### src/rtl/mc_pkg.sv
// Shared encodings for the multi-cycle MIPS controller: states, opcodes,
// ALU/mux select codes and the control word passed from decoder to top.
package mc_pkg;

  typedef enum logic [3:0] {
    ST_RESET    = 4'd0,
    ST_FETCH    = 4'd1,
    ST_DECODE   = 4'd2,
    ST_MEMADDR  = 4'd3,
    ST_MEMREAD  = 4'd4,
    ST_MEMWB    = 4'd5,
    ST_MEMWRITE = 4'd6,
    ST_EXECUTE  = 4'd7,
    ST_ALUWB    = 4'd8,
    ST_ADDIEXEC = 4'd9,
    ST_ADDIWB   = 4'd10,
    ST_BRANCH   = 4'd11,
    ST_JUMP     = 4'd12
  } state_e;

  localparam logic [5:0] OP_RTYPE = 6'b000000;
  localparam logic [5:0] OP_LW    = 6'b100011;
  localparam logic [5:0] OP_SW    = 6'b101011;
  localparam logic [5:0] OP_BEQ   = 6'b000100;
  localparam logic [5:0] OP_J     = 6'b000010;
  localparam logic [5:0] OP_ADDI  = 6'b001000;

  localparam logic [1:0] ALUOP_ADD   = 2'b00;
  localparam logic [1:0] ALUOP_SUB   = 2'b01;
  localparam logic [1:0] ALUOP_FUNCT = 2'b10;

  localparam logic [1:0] SRCB_REG    = 2'b00;
  localparam logic [1:0] SRCB_FOUR   = 2'b01;
  localparam logic [1:0] SRCB_IMM    = 2'b10;
  localparam logic [1:0] SRCB_IMMSH2 = 2'b11;

  localparam logic [1:0] PCSRC_ALU    = 2'b00;
  localparam logic [1:0] PCSRC_ALUOUT = 2'b01;
  localparam logic [1:0] PCSRC_JUMP   = 2'b10;

  typedef struct packed {
    logic       pc_write;
    logic       pc_write_cond;
    logic       iord;
    logic       mem_read;
    logic       mem_write;
    logic       ir_write;
    logic       mem_to_reg;
    logic       reg_dst;
    logic       reg_write;
    logic       alu_src_a;
    logic [1:0] alu_src_b;
    logic [1:0] alu_op;
    logic [1:0] pc_source;
    logic       illegal;
  } ctrl_t;

  function automatic logic is_known_op(input logic [5:0] op);
    case (op)
      OP_RTYPE, OP_LW, OP_SW, OP_BEQ, OP_J, OP_ADDI: is_known_op = 1'b1;
      default:                                       is_known_op = 1'b0;
    endcase
  endfunction

endpackage

### src/rtl/mc_output_decode.sv
// Combinational state -> control word decoder. Only FETCH handshake strobes
// and the DECODE illegal flag look at anything besides the state.
module mc_output_decode
  import mc_pkg::*;
(
  input  state_e     state_i,
  input  logic [5:0] opcode_i,
  input  logic       mem_ready_i,
  output ctrl_t      ctrl_o
);

  always_comb begin
    ctrl_o = '0;
    case (state_i)
      ST_FETCH: begin
        ctrl_o.mem_read  = 1'b1;
        ctrl_o.alu_src_b = SRCB_FOUR;
        ctrl_o.alu_op    = ALUOP_ADD;
        ctrl_o.pc_source = PCSRC_ALU;
        ctrl_o.ir_write  = mem_ready_i;
        ctrl_o.pc_write  = mem_ready_i;
      end
      ST_DECODE: begin
        ctrl_o.alu_src_b = SRCB_IMMSH2;
        ctrl_o.alu_op    = ALUOP_ADD;
        ctrl_o.illegal   = ~is_known_op(opcode_i);
      end
      ST_MEMADDR, ST_ADDIEXEC: begin
        ctrl_o.alu_src_a = 1'b1;
        ctrl_o.alu_src_b = SRCB_IMM;
        ctrl_o.alu_op    = ALUOP_ADD;
      end
      ST_MEMREAD: begin
        ctrl_o.mem_read = 1'b1;
        ctrl_o.iord     = 1'b1;
      end
      ST_MEMWB: begin
        ctrl_o.reg_write  = 1'b1;
        ctrl_o.mem_to_reg = 1'b1;
      end
      ST_MEMWRITE: begin
        ctrl_o.mem_write = 1'b1;
        ctrl_o.iord      = 1'b1;
      end
      ST_EXECUTE: begin
        ctrl_o.alu_src_a = 1'b1;
        ctrl_o.alu_src_b = SRCB_REG;
        ctrl_o.alu_op    = ALUOP_FUNCT;
      end
      ST_ALUWB: begin
        ctrl_o.reg_write = 1'b1;
        ctrl_o.reg_dst   = 1'b1;
      end
      ST_ADDIWB: begin
        ctrl_o.reg_write = 1'b1;
      end
      ST_BRANCH: begin
        ctrl_o.alu_src_a     = 1'b1;
        ctrl_o.alu_src_b     = SRCB_REG;
        ctrl_o.alu_op        = ALUOP_SUB;
        ctrl_o.pc_write_cond = 1'b1;
        ctrl_o.pc_source     = PCSRC_ALUOUT;
      end
      ST_JUMP: begin
        ctrl_o.pc_write  = 1'b1;
        ctrl_o.pc_source = PCSRC_JUMP;
      end
      default: ctrl_o = '0;
    endcase
  end

endmodule

### src/rtl/multicycle_control.sv
// Multi-cycle MIPS sequencing FSM: state register, next-state logic and the
// retired-instruction counter; outputs come from mc_output_decode.
module multicycle_control
  import mc_pkg::*;
(
  input  logic        clk_i,
  input  logic        rst_n_i,
  input  logic [5:0]  opcode_i,
  input  logic        zero_i,
  input  logic        mem_ready_i,
  output logic        pc_write_o,
  output logic        pc_write_cond_o,
  output logic        iord_o,
  output logic        mem_read_o,
  output logic        mem_write_o,
  output logic        ir_write_o,
  output logic        mem_to_reg_o,
  output logic        reg_dst_o,
  output logic        reg_write_o,
  output logic        alu_src_a_o,
  output logic [1:0]  alu_src_b_o,
  output logic [1:0]  alu_op_o,
  output logic [1:0]  pc_source_o,
  output logic        illegal_o,
  output logic [3:0]  state_o,
  output logic [31:0] instr_count_o
);

  state_e      state_q, state_d;
  logic [31:0] instr_count_q, instr_count_d;
  logic        retire_s;
  ctrl_t       ctrl_s;
  // Zero is consumed by the datapath's branch gate, not by the sequencer.
  logic        unused_zero_s;

  assign unused_zero_s = zero_i;

  always_comb begin
    state_d  = state_q;
    retire_s = 1'b0;
    case (state_q)
      ST_RESET: state_d = ST_FETCH;
      ST_FETCH: begin
        if (mem_ready_i) state_d = ST_DECODE;
        else             state_d = ST_FETCH;
      end
      ST_DECODE: begin
        case (opcode_i)
          OP_RTYPE:     state_d = ST_EXECUTE;
          OP_LW, OP_SW: state_d = ST_MEMADDR;
          OP_BEQ:       state_d = ST_BRANCH;
          OP_J:         state_d = ST_JUMP;
          OP_ADDI:      state_d = ST_ADDIEXEC;
          default:      state_d = ST_FETCH;
        endcase
      end
      ST_MEMADDR: begin
        if (opcode_i == OP_SW) state_d = ST_MEMWRITE;
        else                   state_d = ST_MEMREAD;
      end
      ST_MEMREAD: begin
        if (mem_ready_i) state_d = ST_MEMWB;
        else             state_d = ST_MEMREAD;
      end
      ST_MEMWRITE: begin
        if (mem_ready_i) begin
          state_d  = ST_FETCH;
          retire_s = 1'b1;
        end else begin
          state_d  = ST_MEMWRITE;
        end
      end
      ST_EXECUTE:  state_d = ST_ALUWB;
      ST_ADDIEXEC: state_d = ST_ADDIWB;
      ST_MEMWB, ST_ALUWB, ST_ADDIWB, ST_BRANCH, ST_JUMP: begin
        state_d  = ST_FETCH;
        retire_s = 1'b1;
      end
      default: state_d = ST_RESET;
    endcase
  end

  assign instr_count_d = retire_s ? instr_count_q + 32'd1 : instr_count_q;

  always_ff @(posedge clk_i or negedge rst_n_i) begin
    if (!rst_n_i) begin
      state_q       <= ST_RESET;
      instr_count_q <= 32'd0;
    end else begin
      state_q       <= state_d;
      instr_count_q <= instr_count_d;
    end
  end

  mc_output_decode u_decode (
    .state_i     (state_q),
    .opcode_i    (opcode_i),
    .mem_ready_i (mem_ready_i),
    .ctrl_o      (ctrl_s)
  );

  assign pc_write_o      = ctrl_s.pc_write;
  assign pc_write_cond_o = ctrl_s.pc_write_cond;
  assign iord_o          = ctrl_s.iord;
  assign mem_read_o      = ctrl_s.mem_read;
  assign mem_write_o     = ctrl_s.mem_write;
  assign ir_write_o      = ctrl_s.ir_write;
  assign mem_to_reg_o    = ctrl_s.mem_to_reg;
  assign reg_dst_o       = ctrl_s.reg_dst;
  assign reg_write_o     = ctrl_s.reg_write;
  assign alu_src_a_o     = ctrl_s.alu_src_a;
  assign alu_src_b_o     = ctrl_s.alu_src_b;
  assign alu_op_o        = ctrl_s.alu_op;
  assign pc_source_o     = ctrl_s.pc_source;
  assign illegal_o       = ctrl_s.illegal;
  assign state_o         = state_q;
  assign instr_count_o   = instr_count_q;

endmodule

### config.mk
export PLATFORM = sky130hd
export DESIGN_NAME = multicycle_control
export DESIGN_NICKNAME = d
export VERILOG_FILES = /design/src/rtl/mc_pkg.sv /design/src/rtl/mc_output_decode.sv /design/src/rtl/multicycle_control.sv
export SDC_FILE = /design/constraint.sdc
export NUM_CORES = 1
export LEC_CHECK = 0
export ABC_AREA = 0
export CORE_UTILIZATION = 48
export DETAILED_ROUTE_END_ITERATION = 8
export PLACE_DENSITY = 0.79
export SYNTH_ARGS = -nofsm -noshare
export SYNTH_HDL_FRONTEND = slang
export SYNTH_SLANG_ARGS = --single-unit
### constraint.sdc
create_clock -name clk_i -period 2.1 [get_ports clk_i]
set_input_delay 0.42 -clock clk_i [delete_from_list [all_inputs] [get_ports clk_i]]
set_output_delay 0.42 -clock clk_i [all_outputs]
set_load 0.02 [all_outputs]
# --- Yosys cells after proc, flatten, opt, wreduce, memory -nomap -nowiden ---
# Cells that the tools add are included.
# Widths: inputs -> output; s select.
op_classes:
  add_sub_neg: 1
  eq_ne: 17
  mux: 23
  bitwise: 1
  n_reduce_logical: 11
op_table:
  columns: ["operator", "count"]
  rows:
  - ["$pmux 4 s5", 2]
  - ["$add 32x1->32 const B", 1]
  - ["$pmux 4 s8", 1]
  - ["$eq 4x4->1 const B", 5]
  - ["$eq 4x3->1 const B", 4]
  - ["$mux 1", 14]
  - ["$eq 6x6->1 const B", 2]
  - ["$reduce_or 6->1", 2]
  - ["$eq 4x2->1 const B", 2]
  - ["$reduce_or 2->1", 4]
  - ["$eq 6x2->1 const B", 1]
  - ["$eq 6x3->1 const B", 1]
  - ["$eq 6x4->1 const B", 1]
  - ["$logic_not 6->1", 1]
  - ["$reduce_or 5->1", 1]
  - ["$eq 4x1->1 const B", 1]
  - ["$logic_not 4->1", 1]
  - ["$mux 2", 2]
  - ["$pmux 1 s2", 2]
  - ["$pmux 2 s2", 1]
  - ["$reduce_or 4->1", 1]
  - ["$mux 3", 1]
  - ["$reduce_or 3->1", 1]
  - ["$not 1->1", 1]
word_totals:
  register_bits: 36
  in_bits: 10
  out_inout_bits: 53
  elab_cells: 55

# --- Longest topological paths before layout ---
logic_depth:
  ltp_word: 6
  depth_mapped: 6

# --- Modules after synthesis ---
# A second synthesis with hierarchy kept.
hier_totals:
  cells_unflattened: 222
  area_unflattened_um2: 2302.2
by_module_without_submodules:
  columns: ["mod", "n_inst", "cells_per_inst", "area_each_um2"]
  rows:
  - ["multicycle_control", 1, 190, 2073.2]
  - ["mc_output_decode", 1, 32, 229.0]

# --- Worst setup path after synthesis ---
# OpenSTA, ideal clock, no wires.
synth_timing:
  path_type: "register -> output"
  startpoint: "register state_q[1] (netlist: state_o[1])"
  endpoint: "output illegal_o"
  t_arrival_ns: 1.694
  t_required_ns: 1.680
  path_slack_ns: -0.014
  stages_incl_launch_ff: 4
  n_path_buf: 1
  cell_sequence: "dfrtp_1 -> clkbuf_1 -> nand2b_1 -> nor4b_1"
synth_via:
  elab_chain_cells: 2
synth_lines:
  columns: ["element", "line_no", "rtl"]
  rows:
  - ["from (decl)", "multicycle_control.sv:29", "state_e state_q, state_d;"]
  - ["from (signal assigned)", "multicycle_control.sv:90", "state_q <= state_d;"]
  - ["$eq 4x2->1", "mc_output_decode.sv:14", "case (state_i)"]
  - ["$mux 1", "mc_output_decode.sv:14", null]
  - ["to (decl)", "multicycle_control.sv:24", "output logic illegal_o,"]
# No other way between the ends.

# --- Worst setup path in the final report ---
layout_timing:
  startpoint: "input opcode_i[3]"
  endpoint: "output illegal_o"
layout_via:
  elab_chain_cells: 6
  elab_cells_between_ends: 11
layout_lines:
  columns: ["element", "line_no", "rtl"]
  rows:
  - ["from (decl)", "multicycle_control.sv:8", "input logic [5:0] opcode_i,"]
  - ["$eq 6x6->1, or another cell as far along", "mc_pkg.sv:59", "case (op)"]
  - ["$reduce_or 6->1 *", "mc_pkg.sv:59", null]
  - ["$mux 1 *", "mc_pkg.sv:59", null]
  - ["$mux 1 *", "mc_output_decode.sv:14", null]
  - ["$not 1->1 *", "mc_output_decode.sv:26", "ctrl_o.illegal = ~is_known_op(opcode_i);"]
  - ["$mux 1 *", "mc_output_decode.sv:14", null]
# Every way passes the cells marked *; elsewhere a longest branch is shown, timed or not. The select of a mux whose other input is x is not followed.

==> run summary <==
Syn Inst Count - 217
Leakage - 1.14 nW
Worst r2r src - instr_count_o[0]$_DFFE_PN0P_
Routed WL - 5160 um
Die span in x - 70.6 um
Slew Limit Fails - 0
Most instantiated library cell after synthesis - dfrtp_1
Hold Vio Cnt, Final - 0
Setup TNS - 0 ns
Critical-path top delay cell - clkdlybuf4s50_1
Pwr Density - 1320 nW/um2
Min Clock Period, post-route - 2.07 ns
Final #Nets - 298
Placer Congestion - 0.805
Overall power - 4.10 mW
Slew HR - 0.696
Max Freq - 0.484 GHz
Initial antenna violation count - 0
DR vias - 1964
DPL Wire Length - 3670 um
Worst skew pair latency - 0.29 ns
Fillers - 368
Primary FF master, synth - dfrtp_1
Worst Path Arrival - 1.65 ns
I/O Buffers - 61
Tot GR Track Use - 0.222
I/O pin count - 63
Core area - 4440 um2
Min-delay worst type - flop to flop
Syn_nets - 228
R2R setup slack - 0.27 ns
Residual DRC - 12
Worst-path clk slew - 0.08 ns
Seq cells post-synth - 36
CP Data Required Time - 1.68 ns
Worst Hold End - instr_count_o[31]$_DFFE_PN0P_
Synth Warn # - 0
Synthesized area per cell - 10.4 um2
Hold path depth - 1
Synth top cells by count - dfrtp_1 (36), xor2_1 (31), nand2_1 (21)
Max Cap Viol - 0
Clock Sinks - 36
Clk buf depth - 2
DIE HEIGHT - 70.6 um
Outcome - finished with violations
Wire length per cell - 15.2 um
Async SR Flop Fraction - 1.00
Failing checks - DRC
WP buf/inv - 2
RSZ-0062 raised after global routing - yes
Clock skew - 0.00764 ns
Crit path kind - input port to primary output
Synth top area share - 0.399
CTS tree - built
Layout area overhead - 37.4%
Design area - 3100 um2
Sequential element share of the synthesized area - 0.399
# rows - 24
Largest net degree at the start of global routing - 37
Area contributors post-synth - dfrtp_1 (40%), xor2_1 (12%), a2111oi_2 (11%)
Routed Antenna Nets - 0
First drt pass iteration count - 6
Layout cell share with drive strength beyond 1 - 0.194
Initial DRC count - 154
Worst-path fanout max - 2
Crit. End Element - primary output
HP Start - instr_count_o[31]$_DFFE_PN0P_
Crit-path cells - clkdlybuf4s50_1 -> maj3_2 -> nor4_4 -> nor4b_2 -> clkbuf_2
Post-synth EDFFs - 0
Final setup viols - 0
Critical Path Max Stage Delay - 0.44 ns
Number of global-route vias before repair - 1873
First-pass GRT wire length - 8760 um
Post-Place Cell Area - 3000 um2
Tcrit/Tclk final - 0.984
Largest delay share family, worst path - buffers and inverters
DIE AREA - 4980 um2
Initial Util - 0.508
Top cell type by total area after synthesis - dfrtp_1
CP Launch Type - input port
Inserted Clock Buffers - 5
Via density - 5.78
Reg2reg end - instr_count_o[18]$_DFFE_PN0P_
Setup bufs post-CTS - 0
Yosys cell types - 44
CTS Hold Buffers Added - 0
Peak supply drop - 0.734 mV
Worst-Margin Slew - 0.456 ns
Root Buffer - clkbuf_8
R2R cell count - 5
Total overflow reported by the global router - 0
Inserted Diodes - 0
CTS H-tree depth - 2
Synthesized area - 2260 um2
==> layer usage <==
metal	vias to the layer above	part of all wire	global-route usage
met3	9	0.051	0.0385
met1	949	0.46	0.302
met2	53	0.47	0.351
met4	0	0.019	0.100
met5	-	0	0
li1	953	-	-
==> worst max-delay path by stage <==
stage	cells past startpoint	slack [ns]	startpoint	to
6_report	5	0.03	opcode_i[3]	illegal_o
5_1_grt	5	-0.01	opcode_i[1]	illegal_o
4_1_cts	5	-0.09	opcode_i[3]	illegal_o
3_5_place_dp	5	-0.41	opcode_i[3]	illegal_o
3_3_place_gp	5	-0.39	opcode_i[3]	illegal_o
2_1_floorplan	4	0.02	state_o[2]$_DFF_PN0_	pc_write_o
==> report_power, final <==
| group | switching [mW] | internal [mW] |
|---|---|---|
| sequential | 0.320 | 0.900 |
| clock | 0.253 | 0.352 |
| combinational | 1.33 | 0.946 |
| total | 1.90 | 2.20 |
==> worst reg2reg max path, cell delays in order (launching register included) <==
cell and delay, ns:
dfrtp_1 0.42, ha_1 0.21, and3_1 0.21, nand3_1 0.31
a2111oi_2 0.42, xor2_1 0.18
==> cell type report <==
class	instances	area [um2]	area share
flip-flops and latches	36	903	0.291
inverters	3	11.3	0.00363
repair buffers	78	734	0.237
multi-input cells	163	1280	0.412
well taps	52	65.1	0.0210
clock buffers	6	72.6	0.0234
clock inverters	2	35.0	0.0113
==> flip-flops by register name (all words and copies together) (netlist names) <==
name,count
state_o,4
instr_count_o,32
==> logic make-up after synthesis <==
logic type	share of synthesized area
buffers and inverters	0.0438
AOI/OAI and AO/OA	0.216
and+or+nand+nor	0.198
adders and majority gates	0.00998
xor gates and xnor gates	0.128
muxes	0.00499
DFF	0.399
==> cell usage in the layout, fill, tap and decap left out, types with 2 or more instances in the layout <==
master	count
a2111oi_2	17
a211oi_1	9
a21boi_0	2
a21oi_1	9
and2_1	2
and3_1	3
and4_1	4
buf_12	2
buf_4	15
clkbuf_2	2
clkbuf_8	5
clkdlybuf4s50_1	44
dfrtp_1	34
dfrtp_2	2
dlygate4sd2_1	15
inv_1	3
nand2_1	21
nand2b_1	4
nand3_1	9
nand4_1	7
nand4_2	2
nor2_1	8
nor3_1	5
o21ai_0	5
o22ai_1	3
or4_1	2
xnor2_1	2
xor2_1	31
==> stage by stage <==
step | hold WS, ns | cells | utilization | setup WS [ns]
after floorplan | 0.124 | 217 | - | 0.0164
after global placement | 0.459 | 332 | 0.676 | -0.386
after detailed placement | 0.471 | 332 | 0.676 | -0.405
after CTS | 0.483 | 340 | 0.697 | -0.0860
after global routing | 0.512 | 340 | 0.698 | -0.0124
final | 0.480 | 340 | 0.698 | 0.0326
==> what timing repair did <==
| action | CTS | global route |
|---|---|---|
| gates resized for setup | 20 | 7 |
| cloned | 0 | 0 |
| setup endpoints to repair | 17 | 2 |
| pin swaps | 0 | 1 |
No activity file was read; power rests on OpenSTA's default activity.
